## src/rtl/l1_miss_tracker_pkg.sv

```systemverilog
// l1_miss_tracker_pkg: shared entry state and miss-entry record, sized for the widest supported configuration.
package l1_miss_tracker_pkg;
    localparam int MAX_ADDR_WIDTH = 64;
    localparam int MAX_WAY_WIDTH  = 8;
    localparam int MAX_STRANDS    = 32;
    typedef enum logic [1:0] {
        E_IDLE          = 2'd0,
        E_WAIT_ISSUE    = 2'd1,
        E_WAIT_RESPONSE = 2'd2
    } entry_state_e;
    typedef struct packed {
        entry_state_e              state;
        logic [MAX_ADDR_WIDTH-1:0] addr;
        logic [MAX_WAY_WIDTH-1:0]  way;
        logic                      sync;
        logic [MAX_STRANDS-1:0]    mask;
    } miss_entry_t;
endpackage

```

## src/rtl/l1_miss_tracker_rr_arbiter.sv

```systemverilog
// rr_arbiter: one-hot round-robin arbiter; priority starts just after the last granted index.
module rr_arbiter #(
    parameter int N = 8,
    localparam int W = $clog2(N)
) (
    input  logic         clk,
    input  logic         reset_n,
    input  logic [N-1:0] req,
    input  logic         update,
    output logic [N-1:0] grant
);
    logic [W-1:0] ptr, idx, win;
    always_comb begin
        win = ptr;
        idx = ptr;
        grant = '0;
        for (int k = N - 1; k >= 0; k--) begin
            idx = ptr + W'(k);
            if (req[idx]) win = idx;
        end
        grant[win] = |req;
    end
    always_ff @(posedge clk or negedge reset_n) begin
        if (!reset_n) ptr <= '0;
        else if (update && |req) ptr <= win + 1'b1;
    end
endmodule

```

## src/rtl/l1_miss_tracker.sv

```systemverilog
// l1_miss_tracker: tracks outstanding L1 line misses, merges same-line loads across strands and issues to L2.
module l1_miss_tracker
    import l1_miss_tracker_pkg::*;
#(
    parameter int NUM_ENTRIES = 8,
    parameter int NUM_STRANDS = 4,
    parameter int ADDR_WIDTH  = 26,
    parameter int WAY_WIDTH   = 2,
    localparam int EW = $clog2(NUM_ENTRIES),
    localparam int SW = $clog2(NUM_STRANDS),
    localparam int OW = EW + 1
) (
    input  logic                   clk,
    input  logic                   reset_n,
    input  logic                   request_i,
    input  logic [ADDR_WIDTH-1:0]  request_addr,
    input  logic [SW-1:0]          strand_i,
    input  logic                   synchronized_i,
    input  logic [WAY_WIDTH-1:0]   victim_way_i,
    output logic                   accept_o,
    output logic                   collision_o,
    output logic                   l2req_valid_o,
    input  logic                   l2req_ready_i,
    output logic [ADDR_WIDTH-1:0]  l2req_addr_o,
    output logic [WAY_WIDTH-1:0]   l2req_way_o,
    output logic                   l2req_sync_o,
    output logic [EW-1:0]          l2req_entry_o,
    input  logic                   l2rsp_valid_i,
    input  logic [EW-1:0]          l2rsp_entry_i,
    output logic [NUM_STRANDS-1:0] load_complete_strands_o,
    output logic [OW-1:0]          occupancy_o
);
    miss_entry_t entries [NUM_ENTRIES];
    miss_entry_t rsp_entry, issue_entry;
    logic [NUM_ENTRIES-1:0] free_vec, merge_vec, wait_vec, grant;
    logic [EW-1:0] free_idx, merge_idx, grant_idx, issue_idx, lock_idx;
    logic [NUM_STRANDS-1:0] waiting;
    logic locked, rsp_hit, alloc;

    always_comb begin
        free_vec = '0;
        merge_vec = '0;
        wait_vec = '0;
        waiting = '0;
        free_idx = '0;
        merge_idx = '0;
        grant_idx = '0;
        for (int i = NUM_ENTRIES - 1; i >= 0; i--) begin
            free_vec[i] = entries[i].state == E_IDLE;
            wait_vec[i] = entries[i].state == E_WAIT_ISSUE;
            merge_vec[i] = !free_vec[i] && !entries[i].sync && !synchronized_i &&
                           entries[i].addr == MAX_ADDR_WIDTH'(request_addr);
            waiting = waiting | NUM_STRANDS'(entries[i].mask);
            if (free_vec[i]) free_idx = EW'(i);
            if (merge_vec[i]) merge_idx = EW'(i);
            if (grant[i]) grant_idx = EW'(i);
        end
    end

    assign rsp_entry = entries[l2rsp_entry_i];
    assign rsp_hit = l2rsp_valid_i && rsp_entry.state == E_WAIT_RESPONSE;
    assign collision_o = request_i && rsp_hit && rsp_entry.addr == MAX_ADDR_WIDTH'(request_addr);
    assign accept_o = request_i && !collision_o && (|merge_vec || |free_vec);
    assign alloc = accept_o && !(|merge_vec);

    // A presented request is locked to its entry until the L2 takes it, keeping the payload stable.
    assign issue_idx = locked ? lock_idx : grant_idx;
    assign issue_entry = entries[issue_idx];
    assign l2req_valid_o = locked || |wait_vec;
    assign l2req_addr_o = ADDR_WIDTH'(issue_entry.addr);
    assign l2req_way_o = WAY_WIDTH'(issue_entry.way);
    assign l2req_sync_o = issue_entry.sync;
    assign l2req_entry_o = issue_idx;

    rr_arbiter #(.N(NUM_ENTRIES)) u_arb (
        .clk    (clk),
        .reset_n(reset_n),
        .req    (wait_vec),
        .update (!locked),
        .grant  (grant)
    );

    always_ff @(posedge clk or negedge reset_n) begin
        if (!reset_n) begin
            for (int i = 0; i < NUM_ENTRIES; i++) entries[i] <= '0;
            locked <= 1'b0;
            lock_idx <= '0;
            load_complete_strands_o <= '0;
            occupancy_o <= '0;
        end else begin
            load_complete_strands_o <= rsp_hit ? NUM_STRANDS'(rsp_entry.mask) : '0;
            occupancy_o <= occupancy_o + OW'(alloc) - OW'(rsp_hit);
            locked <= l2req_valid_o && !l2req_ready_i;
            lock_idx <= issue_idx;
            if (rsp_hit) begin
                entries[l2rsp_entry_i].state <= E_IDLE;
                entries[l2rsp_entry_i].mask <= '0;
            end
            if (l2req_valid_o && l2req_ready_i) entries[issue_idx].state <= E_WAIT_RESPONSE;
            if (alloc)
                entries[free_idx] <= '{state: E_WAIT_ISSUE,
                                       addr:  MAX_ADDR_WIDTH'(request_addr),
                                       way:   MAX_WAY_WIDTH'(victim_way_i),
                                       sync:  synchronized_i,
                                       mask:  MAX_STRANDS'(1) << strand_i};
            else if (accept_o)
                entries[merge_idx].mask <= entries[merge_idx].mask | (MAX_STRANDS'(1) << strand_i);
        end
    end

    rsp_targets_waiting_entry: assert property (@(posedge clk) disable iff (!reset_n)
        l2rsp_valid_i |-> rsp_hit);
    strand_not_already_waiting: assert property (@(posedge clk) disable iff (!reset_n)
        request_i |-> !waiting[strand_i]);
endmodule

```

## config.mk

```make
export PLATFORM = sky130hd
export DESIGN_NAME = l1_miss_tracker
export DESIGN_NICKNAME = d
export VERILOG_FILES = /design/src/rtl/l1_miss_tracker_pkg.sv /design/src/rtl/l1_miss_tracker_rr_arbiter.sv /design/src/rtl/l1_miss_tracker.sv
export SDC_FILE = /design/constraint.sdc
export NUM_CORES = 1
export LEC_CHECK = 0
export CAP_MARGIN = 20
export CORE_MARGIN = 10
export CORE_UTILIZATION = 41
export CTS_BUF_LIST = sky130_fd_sc_hd__clkbuf_8
export DETAILED_ROUTE_END_ITERATION = 8
export HOLD_SLACK_MARGIN = 0.05
export PLACE_DENSITY = 0.64
export SETUP_SLACK_MARGIN = 0.05
export SKIP_LAST_GASP = 1
export SLEW_MARGIN = 0
export SYNTH_ARGS = -nofsm -noshare
export SYNTH_HDL_FRONTEND = slang
export SYNTH_SLANG_ARGS = --single-unit
```

## constraint.sdc

```tcl
create_clock -name clk -period 14.65 [get_ports clk]
set_input_delay 4.395 -clock clk [delete_from_list [all_inputs] [get_ports clk]]
set_output_delay 4.395 -clock clk [all_outputs]
set_load 0.005 [all_outputs]
```

# --- Word level (Yosys, flattened, before mapping) ---
# Cells that the tools add are included.
classes:
  addsub: 10
  mul: 0
  n_div: 0
  order_cmp: 18
  n_eq_ne: 18
  shift: 1
  muxes: 80
  bitwise: 6
  n_reduce_logical: 72
op_table:
  columns: ["op", "count"]
  rows:
  - ["$bwmux 856", 5]
  - ["$mux 856", 4]
  - ["$demux 107 s3", 5]
  - ["$bmux 107 s3", 3]
  - ["$eq 64x26->1", 9]
  - ["$mux 107", 5]
  - ["$mux 67", 2]
  - ["$mux 32", 4]
  - ["$mux 3", 33]
  - ["$logic_and 1x1->1", 38]
  - ["$lt 3x4->1 const B", 9]
  - ["$or 32x32->32", 1]
  - ["$shl 1x2->32 const A", 1]
  - ["$bmux 1 s3", 8]
  - ["$reduce_or 8->1", 3]
  - ["$logic_not 1->1", 21]
  - ["$eq 2x1->1 const B", 8]
  - ["$ge 4x4->1 const B", 4]
  - ["$logic_not 2->1", 8]
  - ["$lt 4x1->1 const B", 4]
  - ["$not 3->4", 4]
  - ["$add 3x3->3 const B", 4]
  - ["$mux 1", 9]
  - ["$and 8x8->8", 1]
  - ["other kinds (9)", 12]
word_totals:
  reg_bits: 871
  latch_bits: 0
  mem_bits_rw: 0
  rom_bits: 0
  inputBits: 39
  output_inout_bits: 43
  elab_cells: 250
  mem_count: 0

# --- Logic depth before layout (Yosys ltp) ---
depth:
  ltp_word: 35
  ltp_mapped: 19

# --- Hierarchy ---
# Synthesis repeated with hierarchy kept, for this count alone.
hier_totals:
  cells_unflattened: 1945
  area_unflattened_um2: 21164.0
by_module_without_submodules:
  columns: ["module", "instances", "cells_per_inst", "area_each_um2", "seq_area_each_um2"]
  rows:
  - ["l1_miss_tracker", 1, 1802, 19891.6, 7307.0]
  - ["rr_arbiter", 1, 143, 1272.5, 75.1]

# --- Worst setup path after synthesis ---
# OpenSTA, ideal clock, no wires.
synth_path:
  path_kind: "in2out"
  from: "input port l2rsp_entry_i[2]"
  to: "output port accept_o"
  arrival_ns: 6.636
  path_slack_ns: 3.619
  cell_stages: 11
  n_path_buf: 3
  path_cell_list: "buf_4 > buf_2 > mux2_2 > a221oi_1 > o22ai_1 > xor2_1 > nor4_1 > nand4_1 > o21ai_4 > buf_2 > nor2_1"
synth_via:
  elab_chain_len: 11
  word_cells_on_any_way: 12
synth_rtl:
  columns: ["element", "line", "source"]
  rows:
  - ["start: declaration", "l1_miss_tracker.sv:29", "input logic [EW-1:0] l2rsp_entry_i,"]
  - ["$not 3->4 (implied by the code) (*)", "l1_miss_tracker.sv:60", "assign rsp_entry = entries[l2rsp_entry_i];"]
  - ["$bmux 107 s3 (*)", "l1_miss_tracker.sv:60", null]
  - ["$mux 107 (implied by the code) (*) (2 in series)", "l1_miss_tracker.sv:60", null]
  - ["parallel branches: the longest is 3 deep, another holds $eq 64x26->1", null, null]
  - ["$logic_and 1x1->1 (*)", "l1_miss_tracker.sv:62", "assign collision_o = request_i && rsp_hit && rsp_entry.addr == MAX_ADDR_WIDTH'(request_addr);"]
  - ["$logic_not 1->1 (*)", "l1_miss_tracker.sv:63", "assign accept_o = request_i && !collision_o && (|merge_vec || |free_vec);"]
  - ["$logic_and 1x1->1 (*) (2 in series)", "l1_miss_tracker.sv:63", null]
  - ["end: declaration", "l1_miss_tracker.sv:20", "output logic accept_o,"]
# Every way passes the cells marked *. The select of a mux whose other input is x is not followed.

# --- Worst setup path after layout ---
layout_path:
  from: "input port l2rsp_entry_i[0]"
  to: "output port accept_o"
# Same word-level chain as after synthesis.

==> metrics.yaml <==
run_status:
  status: "finished, final reports clean"
power:
  seq_power_share: 0.247
  internal_power_mw: 3.74
  power.density_nw_per_um2: 308
  power_leakage_nw: 9.64
  peakVddDrop_uv: 217
  p_sw_frac: 0.490
  total_power_mw: 7.34
  power_frac_clock: 0.119
  p_sw_mw: 3.60
  share_comb_of_total_power: 0.634
finish:
  final_nets: 2175
  num-fill-cells: 4859
  diodes: 0
  multi_input_area_um2: 13100
  fin_cells: 2854
  regArea_um2: 7380
  fin_util: 0.464
  syn_to_final_growth_pct: 11.6
  drive_gt1_frac: 0.197
clock_network:
  hold_buffers: 0
  ctsHtreeMaxLevel: 2
  cts.path.max_buffers: 3
  cts-resized-gates: 0
  clk_pin_slew_ns: 0.06
  post_cts_buffers: 0
  cts_buffers: 54
  clk_latency_ns: 0.67
  cts_root_buf: "clkbuf_8"
  cts_tree: "yes"
  cts.sinks: 295
drt:
  vias: 18300
  wire_per_inst_um: 32.4
  routed_wl_mm: 92.5
  dr.first_iter.drc_count: 1771
  ant_nets: 0
  firstDrtPassIters: 6
  drc: 0
  routed_via_density: 6.42
synth:
  synth_fp_nets: 2152
  ys.flop_type: "dfrtp_1"
  yosysTopAreaCellShare: 0.346
  syn_area_um2: 21400
  synth_enable_flop_cells: 0
  avgSynthCellArea_um2: 10.1
  synth_top_area_cell: "dfrtp_1"
  synth_common_cells: "dfrtp_1 (295), nand2_1 (196), mux2_2 (185)"
  yosysMostFrequentCell: "dfrtp_1"
  ys_types: 88
  ys_seq_area_frac: 0.346
  yosysWarnings: 0
  synthArstFlopShare: 1.00
  syn_inst: 2105
  ys_ff_latch: 295
  synthTopCellsByArea: "dfrtp_1 (35%), mux2_2 (9.8%), xnor2_1 (4.8%)"
grt:
  grt_util_all_layers: 0.298
  first_global_vias: 18500
  grt_max_degree: 103
  antenna_found_initial: 0
  gr-total-overflow: 0
  grt_pass1_wl_mm: 133
place:
  dpl.cell_count: 2751
  gp_congestion: 1.08
  io_buffers: 81
  pre_cts_ws_ns: 1.45
  hpwlAfterDp_mm: 68.8
floorplan:
  dieWidth_um: 248
  design.die.area_um2: 61600
  die_h_um: 248
  core_um2: 51400
  start_util: 0.415
  rows: 83
  io_pins: 82
sta:
  skew_ns: 0.0385
  period_minus_slack_ns: 13.40
  setup_ws_ns: 1.25
  relSlewSlack: 0.253
  fmax_mhz: 74.6
  finalHoldViolCount: 0
  grt_setup_unrepaired: "no"
  period_share: 0.915
  setup_violations: 0
  setup_tns_ns: 0
  tightest_slew_ns: 1.11
  report.final.slew_viol_count: 0
critical_path:
  crit_required_ns: 10.26
  start_kind: "input pin"
  cp.arrival_ns: 9.01
  cp_max_fo: 32
  crit_path_end_kind: "output pin"
  crit_type: "in -> out"
worst_hold_path:
  hold_path_class: "reg -> reg"
run:
  maxCapViolations: 0
==> registers in the layout (all words and copies together), names as in the netlist <==
register / count
u_arb.ptr: 3
locked: 1
entries: 280
load_complete_strands_o: 4
lock_idx: 3
occupancy_o: 4
==> metrics by stage <==
stage | hold slack [ns] | instance area [um^2]
6_report | 0.503 | 23800
5_1_grt | 0.520 | 23800
4_1_cts | 0.506 | 23800
3_5_place_dp | 0.489 | 22600
3_3_place_gp | 0.468 | 22600
2_1_floorplan | 0.457 | 21400
==> worst max-delay path, cell delays in order <==
cell and delay (ns):
buf_2 0.34, buf_4 0.51, and2_1 0.77, a22oi_1 0.26
nand3_1 0.14, nor3b_1 0.53, and4_1 0.41, nand4_1 0.25
o21ai_4 0.61, nor2_1 0.25, clkdlybuf4s50_1 0.51
==> cell families after synthesis <==
family	Yosys count	share of synthesized area
AOI/OAI and AO/OA	391	0.135
adders and majority gates	8	0.00504
buffers and inverters	187	0.0448
muxes	379	0.222
and+or+nand+nor	608	0.150
xor gates and xnor gates	237	0.0976
DFF	295	0.346
==> worst paths after layout <==
kind | start | end | slack [ns] | depth (start not counted)
worst max-delay path | l2rsp_entry_i[0] | accept_o | 1.25 | 11
worst min-delay path | entries[248]$_DFFE_PN0P_ | entries[248]$_DFFE_PN0P_ | 0.50 | 1
worst max register to register | u_arb.ptr[0]$_DFFE_PN0P_ | lock_idx[2]$_DFF_PN0_ | 8.94 | 11
worst min register to register | entries[248]$_DFFE_PN0P_ | entries[248]$_DFFE_PN0P_ | 0.50 | 1
max in group asynchronous | reset_n | entries[383]$_DFFE_PN0P_ | 8.64 | 3
min in group asynchronous | reset_n | entries[790]$_DFFE_PN0P_ | 3.80 | 1
==> cell type report <==
type / instances / area share
clock buffers: 71 / 0.0410
flip-flops and latches: 295 / 0.310
well taps: 680 / 0.0357
inverters: 26 / 0.00430
clock inverters: 31 / 0.00945
multi-input cells: 1623 / 0.550
repair buffers: 128 / 0.0499
==> power by group through the flow <==
stage / clock [mW] / sequential, mW / combinational, mW
final: 0.875 / 1.81 / 4.66
after global routing: 0.921 / 1.86 / 4.97
after CTS: 0.890 / 1.80 / 4.64
after detailed placement: 0 / 1.81 / 4.61
after global placement: 0 / 1.79 / 4.55
after floorplan: 0 / 1.54 / 2.93
==> placed cells by master (no fill, tap or decap), types with 49 or more instances in the layout <==
| cell type | instances |
|---|---|
| a211oi_1 | 61 |
| dfrtp_1 | 295 |
| clkdlybuf4s50_1 | 77 |
| nor4_1 | 49 |
| a21oi_1 | 60 |
| mux2_2 | 185 |
| nand2_1 | 196 |
| clkbuf_8 | 71 |
| mux2i_1 | 76 |
| xor2_1 | 118 |
| xnor2_1 | 118 |
| nor2_1 | 93 |
| mux2_1 | 49 |
==> metal layers <==
layer	GRT usage	vias up	share of wire
met2	0.485	812	0.47
met3	0.0452	205	0.062
met4	0.137	0	0.049
met5	0	-	0
li1	-	7891	-
met1	0.385	9419	0.42
(Power assumes the default switching activity.)
